File: config.mk
export PLATFORM = sky130hd
export DESIGN_NAME = db_multich_fsm_amisha
export DESIGN_NICKNAME = d
export VERILOG_FILES = /design/src/rtl/db_multich_fsm_amisha.sv
export SDC_FILE = /design/constraint.sdc
export NUM_CORES = 1
export LEC_CHECK = 0
export ABC_CLOCK_PERIOD_IN_PS = 3100
export BUFFER_PORTS_ARGS = -buffer_cell sky130_fd_sc_hd__buf_2
export CAP_MARGIN = 10
export CORE_MARGIN = 8
export CORE_UTILIZATION = 50
export DETAILED_ROUTE_END_ITERATION = 8
export PLACE_DENSITY = 0.68
export REMOVE_ABC_BUFFERS = 1
export SYNTH_ARGS = -nofsm -noshare
export SYNTH_HDL_FRONTEND = slang
export SYNTH_SLANG_ARGS = --single-unit
File: constraint.sdc
create_clock -name clk_amisha -period 3.1 [get_ports clk_amisha]
set_clock_uncertainty 0.15 [all_clocks]
set_input_delay 0.465 -clock clk_amisha [delete_from_list [all_inputs] [get_ports clk_amisha]]
set_output_delay 0.465 -clock clk_amisha [all_outputs]
set_load 0.02 [all_outputs]
File: src/rtl/db_multich_fsm_amisha.sv
`default_nettype none
// ============================================================================
// Module      : db_multich_fsm_amisha
// Description : N-channel switch/button debouncer. Each channel has a 2-flop
//               synchroniser, a 4-state debounce FSM that needs the input to
//               stay stable for STABLE_AMISHA prescaler ticks, a glitch-free
//               debounced level and single-cycle rise/fall pulses. One shared
//               free-running prescaler supplies the tick for all channels.
// Revision    : 1.0 - initial release (multi-channel successor of the
//               single-channel debounce FSM)
// ============================================================================
module db_multich_fsm_amisha #(
    parameter int CH_AMISHA     = 4,
    parameter int N_AMISHA      = 19,
    parameter int STABLE_AMISHA = 3
) (
    input  logic                 clk_amisha,
    input  logic                 reset_amisha,
    input  logic [CH_AMISHA-1:0] sw_amisha,
    output logic [CH_AMISHA-1:0] db_amisha,
    output logic [CH_AMISHA-1:0] db_rise_amisha,
    output logic [CH_AMISHA-1:0] db_fall_amisha,
    output logic                 tick_amisha
);

    localparam int c_cnt_w = $clog2(STABLE_AMISHA + 1);
    localparam logic [c_cnt_w-1:0] c_cnt_last = c_cnt_w'(STABLE_AMISHA - 1);

    // Debounce FSM encoding; bit 1 doubles as the debounced level
    localparam logic [1:0] c_st_zero  = 2'b00;
    localparam logic [1:0] c_st_wait1 = 2'b01;
    localparam logic [1:0] c_st_one   = 2'b10;
    localparam logic [1:0] c_st_wait0 = 2'b11;

    logic [N_AMISHA-1:0]  r_q;
    logic                 w_tick;
    logic [CH_AMISHA-1:0] r_s1;
    logic [CH_AMISHA-1:0] r_s2;
    logic [CH_AMISHA-1:0] w_db;
    logic [CH_AMISHA-1:0] r_db_d;

    // Shared free-running prescaler; wraps naturally at 2**N-1
    always_ff @(posedge clk_amisha) begin
        if (reset_amisha) r_q <= '0;
        else              r_q <= r_q + 1'b1;
    end

    // Tick is the all-ones prescaler value, one cycle in every 2**N
    assign w_tick = &r_q;

    // Two-flop synchroniser for the asynchronous switch inputs
    always_ff @(posedge clk_amisha) begin
        if (reset_amisha) begin
            r_s1 <= '0;
            r_s2 <= '0;
        end else begin
            r_s1 <= sw_amisha;
            r_s2 <= r_s1;
        end
    end

    generate
        for (genvar gi = 0; gi < CH_AMISHA; gi++) begin : g_ch
            logic [1:0]         r_state;
            logic [1:0]         w_state_nxt;
            logic [c_cnt_w-1:0] r_cnt;
            logic [c_cnt_w-1:0] w_cnt_nxt;

            // Channel state and stable-tick counter registers
            always_ff @(posedge clk_amisha) begin
                if (reset_amisha) begin
                    r_state <= c_st_zero;
                    r_cnt   <= '0;
                end else begin
                    r_state <= w_state_nxt;
                    r_cnt   <= w_cnt_nxt;
                end
            end

            // Next-state logic; an input reversal always wins over a tick
            always_comb begin
                w_state_nxt = r_state;
                w_cnt_nxt   = r_cnt;
                case (r_state)
                    c_st_zero: begin
                        if (r_s2[gi]) begin
                            w_state_nxt = c_st_wait1;
                            w_cnt_nxt   = '0;
                        end
                    end
                    c_st_wait1: begin
                        if (!r_s2[gi]) begin
                            w_state_nxt = c_st_zero;
                            w_cnt_nxt   = '0;
                        end else if (w_tick) begin
                            if (r_cnt == c_cnt_last) w_state_nxt = c_st_one;
                            else                     w_cnt_nxt   = r_cnt + 1'b1;
                        end
                    end
                    c_st_one: begin
                        if (!r_s2[gi]) begin
                            w_state_nxt = c_st_wait0;
                            w_cnt_nxt   = '0;
                        end
                    end
                    c_st_wait0: begin
                        if (r_s2[gi]) begin
                            w_state_nxt = c_st_one;
                            w_cnt_nxt   = '0;
                        end else if (w_tick) begin
                            if (r_cnt == c_cnt_last) w_state_nxt = c_st_zero;
                            else                     w_cnt_nxt   = r_cnt + 1'b1;
                        end
                    end
                    default: begin
                        w_state_nxt = c_st_zero;
                        w_cnt_nxt   = '0;
                    end
                endcase
            end

            // Level decoded from registered state only, so it cannot glitch
            assign w_db[gi] = (r_state == c_st_one) | (r_state == c_st_wait0);
        end
    endgenerate

    // Delayed level copy used for edge detection
    always_ff @(posedge clk_amisha) begin
        if (reset_amisha) r_db_d <= '0;
        else              r_db_d <= w_db;
    end

    assign db_amisha      = w_db;
    assign db_rise_amisha = w_db & ~r_db_d;
    assign db_fall_amisha = ~w_db & r_db_d;
    assign tick_amisha    = w_tick;

endmodule
`default_nettype wire
==> results.ini, run 1 <==
[outcome]
status=finished clean

[global_route]
grt_pass1_wl_um=6490
grt_pass1_vias=1521
grt_usage_pct=12.1
global_route.overflow_total=0
grt_antenna_before_repair=0
grt_start_max_net_pins=35

[synthesis]
yosysWarningCount=0
synth.yosys.seq_area_share_pct=44.4
synthCells=231
synth_cell_types=30
synth.ff_latch_count=47
synth_area_sq_mm=0.00212
syn_area_per_cell_sq_um=9.16

[route]
vias=1571
drc=0
totalWireLength_um=3590
wl_per_cell_um=12.2
via_per_inst=5.33
dr.pass1.iters=4
drtIter0Drc=68
ant_nets=0

[die]
pin_count=19
rows=23
die_x_um=81.1
core_sq_mm=0.00403
initial_core_util_pct=52.5
dieArea_sq_mm=0.00657
dieHeight_um=81.1

[cts]
cts_sinks=47
htreeDepth=2
cts-buffers-inserted=5
path_clk_slew_ns=0.09
tritoncts=yes
hold_buffers=0
post_cts_buffers=0
clk_latency_ns=0.30
cts_buffer_depth=2
post_cts_resized=0
cts_root_buf=clkbuf_8

[setup_path]
crit_family=simple AND/OR/NAND/NOR gates
cp_cell_sequence=ha_1, and2_0, nand4_1, nor2_2, buf_4, buf_2
cp-end-kind=output port
critPathArrivalTime_ns=1.85
crit_type=register to output port
cpPeakStageDelay_ns=0.36
crit_fanout=9
crit_slowest_cell=dfxtp_1
critPathBufInv=2
startpoint_type=register
crit_required_ns=2.48

[sta]
slew_violations=0
worst_slack_ns=0.630
setup_viol=0
fin_crit_ns=2.47
max_slew_margin_pct=58.5
finalSetupTns_ns=0
worstMarginPinSlew_ns=0.623
grt_setup_unrepaired=no
whs_ns=0.225
final_hold_viol_count=0
min_period_over_period_pct=79.7
max_freq_mhz=405

[finish]
fillerInstances=389
fin_nets=259
drive_gt1_share_pct=14.3
num_antenna_cells=0
fin_util_pct=57.7
multiInputGateArea_sq_mm=0.00106
seq_area_sq_um=941
syn_to_final_growth_pct=9.87

[power_and_ir_drop]
irDropWorstVdd_uv=287
power_density_mw_per_mm2=472
leakagePower_nw=0.863

[place]
gp_congestion=0.706
hpwl_um=2530
portBuffers=18
dp_slack_ns=0.959

[hold_path]
hold_path_class=input port to register

[job]
max-cap-violations=0

-- worst reg2reg max path, stage by stage, from the launching register on --
cell and delay (ns):
dfxtp_1 0.36, ha_1 0.18, and2_0 0.32, and4_4 0.38, nand4_1 0.16, mux2_2 0.29
-- cells in the final DEF, fill, tap and decap left out, types with 3 or more instances in the layout --
master	instances
nor3b_1	10
buf_2	18
nand2_1	19
clkbuf_8	5
or3_1	7
o21ai_0	8
and4_1	3
o211ai_1	8
nor2b_1	26
buf_4	3
ha_1	9
nand4_1	18
xor2_1	5
xnor2_1	8
nand3_1	7
a21oi_1	8
nor2_1	9
inv_1	9
dfxtp_1	47
-- metrics by stage --
step	instances	instance area [sq um]	power, mW
final	295	2330	1.10
after CTS	295	2330	1.11
after global placement	287	2210	0.663
after global routing	295	2330	1.14
after detailed placement	287	2210	0.664
after floorplan	216	2040	0.646
-- synthesized netlist by cell type --
cell | count | share of area, %
mux2_1 | 2 | 1.1
nor2_1 | 9 | 1.6
nor2_2 | 1 | 0.30
nand3b_1 | 1 | 0.35
buf_1 | 2 | 0.35
nand3_1 | 7 | 1.7
o21ai_0 | 8 | 1.9
xnor2_1 | 8 | 3.3
o211ai_1 | 8 | 2.8
buf_6 | 2 | 1.1
clkbuf_1 | 9 | 1.6
nand2_1 | 19 | 3.4
ha_1 | 9 | 5.3
and4_1 | 3 | 1.2
xor2_1 | 5 | 2.1
or3_1 | 7 | 2.1
nor2b_1 | 26 | 7.7
buf_4 | 2 | 0.71
mux2_2 | 2 | 1.1
nand4_1 | 18 | 5.3
and3_1 | 2 | 0.59
a21oi_1 | 8 | 1.9
inv_1 | 9 | 1.6
and4_4 | 2 | 1.1
nor3b_1 | 10 | 3.5
dfxtp_1 | 47 | 44
and2_0 | 1 | 0.30
nand4_2 | 1 | 0.59
and2_1 | 1 | 0.30
a311oi_1 | 2 | 0.83
-- report_power, final --
part           internal, mW  switching (mW)
Clock                 0.240           0.209
Sequential            0.613         0.00500
Combinational        0.0141          0.0173
-- routing by layer --
layer  up-vias  track usage (%)  wire [um]  share of wire, %
li1        827                -          -                 -
met1       726             14.3       1770                49
met2        14             20.8       1660                46
met3         4             2.65        111               3.1
met4         0             4.82         51               1.4
met5         -                0          0                 0
-- cells by family after synthesis --
logic type	Yosys count	share of synthesized area (%)
and+or+nand+nor	108	30.0
buffers and inverters	24	5.32
DFF	47	44.4
adders and majority gates	9	5.32
AOI/OAI and AO/OA	26	7.45
xor gates and xnor gates	13	5.38
muxes	4	2.13
-- final cells by class --
| cell class | count | share of cell area, % |
|---|---|---|
| clock inverters | 3 | 1.88 |
| flip-flops and latches | 47 | 40.5 |
| multi-input cells | 160 | 45.7 |
| well taps | 50 | 2.69 |
| clock buffers | 5 | 2.96 |
| repair buffers | 21 | 4.84 |
| inverters | 9 | 1.45 |
-- final timing paths --
kind | end | cells after the start | slack [ns] | start
hold / removal | r_s1[0] | 2 | 0.22 | sw_amisha[0]
hold reg to reg | r_q[0] | 1 | 0.29 | r_q[0]
setup / recovery | tick_amisha | 6 | 0.63 | r_q[0]
setup reg to reg | register | 5 | 1.16 | r_q[0]
-- registers in the layout, summed over array words and instances, names as in the netlist, named ones only --
name / flops
r_q: 19
g_ch.r_cnt: 8
g_ch.r_state: 4
r_db_d: 4
r_s1: 4
r_s2: 4
Power figures use the tool's default switching activity.
==> run 2: changes to the inputs <==
ABC_CLOCK_PERIOD_IN_PS = 2370   (was 3100)
clock period = 2.37 ns   (was 3.1 ns; I/O delays follow)
==> results.ini, run 2 (same netlist as run 1, synthesis figures left out) <==
[outcome]
status=finished clean

[sta]
grt_setup_unrepaired=no
worst_slack_ns=0.207
min_period_over_period_pct=91.3
worstMarginPinSlew_ns=0.513
final_hold_viol_count=0
max_freq_mhz=462
setup_viol=0
max_slew_margin_pct=65.8
fin_crit_ns=2.16
slew_violations=0
finalSetupTns_ns=0

[finish]
final_cell_mix=47 x dfxtp_1, 26 x nor2b_1, 19 x nand2_1
layout_commonest_cell=dfxtp_1
top_regs=r_q x19, g_ch.r_cnt x8
drive_gt1_share_pct=13.9
fin_nets=259
num_antenna_cells=0
largest_reg_flops=19
fin_util_pct=58.2
instances_no_fill=295
syn_to_final_growth_pct=10.8
top_register=r_q

[route]
drtIter0Drc=80
totalWireLength_um=3510
vias=1571
ant_nets=0
wl_per_cell_um=11.9
dr.pass1.iters=4
drc=0
via_per_inst=5.33

[setup_path]
critPathArrivalTime_ns=1.66
crit_fanout=8
cp-end-kind=output port
reg2reg_slack_ns=0.52
critPathBufInv=1
crit_required_ns=1.86
crit_slowest_cell=dfxtp_1
cpPeakStageDelay_ns=0.41
crit_family=simple AND/OR/NAND/NOR gates
cp_cell_sequence=and4_1, nand4_1, nor2_2, buf_2
startpoint_type=register
crit_type=register to output port

[global_route]
grt_start_max_net_pins=28
grt_pass1_wl_um=6250
grt_pass1_vias=1523
global_route.overflow_total=0
grt_antenna_before_repair=0
grt_usage_pct=11.8

[place]
dp_slack_ns=0.414
gp_congestion=0.739
placed_cells=287
hpwl_um=2460
portBuffers=18

[die]
rows=23
dieArea_sq_mm=0.00657
core_sq_mm=0.00403
pin_count=19
initial_core_util_pct=52.5
die_x_um=81.1
dieHeight_um=81.1

[hold_path]
hold_path_class=input port to register

[cts]
cts-buffers-inserted=5
path_clk_slew_ns=0.08
cts_sinks=47
clk_latency_ns=0.30
cts_buffer_depth=2
tritoncts=yes
cts_root_buf=clkbuf_8
htreeDepth=2
hold_buffers=0

[job]
max-cap-violations=0

[power_and_ir_drop]
power_density_mw_per_mm2=650
irDropWorstVdd_uv=367
total_power_mw=1.53
leakagePower_nw=0.872

## run 2: cell types whose count changed in the layout (fill, tap and decap cells not counted)
cell       change
clkinv_4       -1
clkinv_2       -1
and2_0         -1
and2_1         +1
clkbuf_1       +1
bufinv_16      +1
## run 2: final cells by class
type | instances | area [sq um]
Inverter | 9 | 33.8
Multi-Input combinational cell | 160 | 1060
Sequential cell | 47 | 941
Clock buffer | 6 | 72.6
Clock inverter | 2 | 60.1
Timing Repair Buffer | 21 | 113
Tap cell | 50 | 62.6
Fill cell | 362 | 1680
## run 2: through the flow
stage,hold WS (ns),instance area (sq um)
after floorplan,0.259,2040
after global placement,0.266,2210
after detailed placement,0.275,2210
after CTS,0.101,2350
after global routing,0.0948,2350
final,0.110,2350
## run 2: report_power, final
part / total, mW / switching [mW] / internal, mW
Clock: 0.677 / 0.256 / 0.421
Sequential: 0.807 / 0.00608 / 0.801
Combinational: 0.0410 / 0.0225 / 0.0184
## run 2: worst reg2reg max path: cells and delay by family, from the launching register on
family           cells  cell delay [ns]
and+or+nand+nor      3             0.88
muxes                1             0.32
DFF                  1             0.41
## run 2: repair_timing
action	4_1_cts	5_1_grt
buffers inserted	0	0
setup endpoints to repair	0	1
resized for setup	0	1
## run 2: metal layers
layer / routed length, um / part of all wire [%] / GRT usage [%]
met5: 0 / 0 / 0
met4: 56 / 1.6 / 5.18
met3: 170 / 4.8 / 3.97
met2: 1590 / 45 / 19.5
met1: 1690 / 48 / 13.7
## run 2: worst paths after layout
check | from | to | cells after the start
max | r_q[3] | tick_amisha | 4
min | sw_amisha[3] | r_s1[3] | 2
max reg2reg | r_q[3] | register | 4
min reg2reg | r_s1[1] | r_s2[1] | 1
==> run 3: changes to the inputs <==
MAX_ROUTING_LAYER = met4   (was unset)
==> results.ini, run 3 (same netlist as run 1, synthesis figures left out) <==
[outcome]
status=finished clean

[route]
drtIter0Drc=80
drc=0
dr.pass1.iters=4
wl_per_cell_um=11.9
totalWireLength_um=3510
vias=1570
ant_nets=0
via_per_inst=5.32

[sta]
max_slew_margin_pct=65.8
min_period_over_period_pct=91.2
worst_slack_ns=0.210
max_freq_mhz=463
worstMarginPinSlew_ns=0.513
grt_setup_unrepaired=no
finalSetupTns_ns=0
fin_crit_ns=2.16
final_hold_viol_count=0
setup_viol=0
slew_violations=0
whs_ns=0.111

[power_and_ir_drop]
p_sw_share_pct=18.6
clockPowerShare_pct=44.4
power_density_mw_per_mm2=650
total_power_mw=1.53
comb_power_share_pct=2.7
irDropWorstVdd_uv=368
leakagePower_nw=0.872
p_switching_mw=0.284
intPower_mw=1.24
pwr-share-seq_pct=52.9

[finish]
fin_nets=259
final_cell_area_sq_mm=0.00235
top_regs=r_q x19, g_ch.r_cnt x8
syn_to_final_growth_pct=10.8
num_antenna_cells=0
layout_commonest_cell=dfxtp_1
fillerInstances=362
top_register=r_q
drive_gt1_share_pct=13.9
final_cell_mix=47 x dfxtp_1, 26 x nor2b_1, 19 x nand2_1
fin_util_pct=58.2
largest_reg_flops=19
instances_no_fill=295

[cts]
htreeDepth=2
cts_buffer_depth=2
cts-buffers-inserted=5
cts_sinks=47
hold_buffers=0
cts_root_buf=clkbuf_8
path_clk_slew_ns=0.08
clk_latency_ns=0.29
tritoncts=yes

[global_route]
global_route.overflow_total=0
grt_start_max_net_pins=28
grt_pass1_vias=1526
grt_usage_pct=12.2
grt_antenna_before_repair=0
grt_pass1_wl_um=6240

[setup_path]
crit_required_ns=1.86
startpoint_type=register
critPathArrivalTime_ns=1.65
cp-end-kind=output port
crit_type=register to output port
crit_fanout=8

[die]
dieHeight_um=81.1
dieArea_sq_mm=0.00657
core_sq_mm=0.00403
pin_count=19
rows=23
initial_core_util_pct=52.5
die_x_um=81.1

[place]
portBuffers=18
hpwl_um=2460
gp_congestion=0.748
dp_slack_ns=0.414
placed_cells=287
placed_cell_area_sq_mm=0.00221

[job]
max-cap-violations=0

[hold_path]
hold_path_class=input port to register

-- run 3: layer usage --
metal | GRT usage (%) | share of wire (%) | vias up
li1 | - | - | 826
met1 | 13.7 | 48 | 710
met2 | 19.5 | 45 | 28
met3 | 3.97 | 5.0 | 6
met4 | 5.18 | 1.6 | 0
met5 | - | 0 | -
-- run 3: final timing paths --
path	startpoint	endpoint	cells after the start	slack, ns
hold / removal	sw_amisha[3]	r_s1[3]	2	0.11
setup reg to reg	r_q[3]	register	4	0.52
setup / recovery	r_q[3]	tick_amisha	4	0.21
hold reg to reg	r_s1[1]	r_s2[1]	1	0.29
-- run 3: worst max-delay path, cell delays in order, from the launching register on --
cell and delay, ns:
dfxtp_1 0.41, and4_1 0.37, nand4_1 0.20, nor2_2 0.19, buf_2 0.19
-- run 3: layout make-up --
class                      instances  area [sq um]  share of cell area, %
tap                               50          62.6                   2.67
sequential                        47           941                   40.1
multi-input combinational        160          1060                   45.3
clock inverter                     2          60.1                   2.56
inverter                           9          33.8                   1.44
clock buffer                       6          72.6                   3.09
timing repair buffer              21           113                   4.80
-- run 3: power by group through the flow --
stage / clock network, mW / logic (mW) / registers [mW]
floorplan: 0 / 0.0203 / 0.825
global placement: 0 / 0.0408 / 0.826
detailed placement: 0 / 0.0407 / 0.826
CTS: 0.700 / 0.0409 / 0.808
global route: 0.729 / 0.0454 / 0.810
finish: 0.677 / 0.0410 / 0.807
-- run 3: repair_timing --
item / 4_1_cts / 5_1_grt
setup buffers: 0 / 0
setup endpoints to repair: 0 / 1
resized for setup: 0 / 1
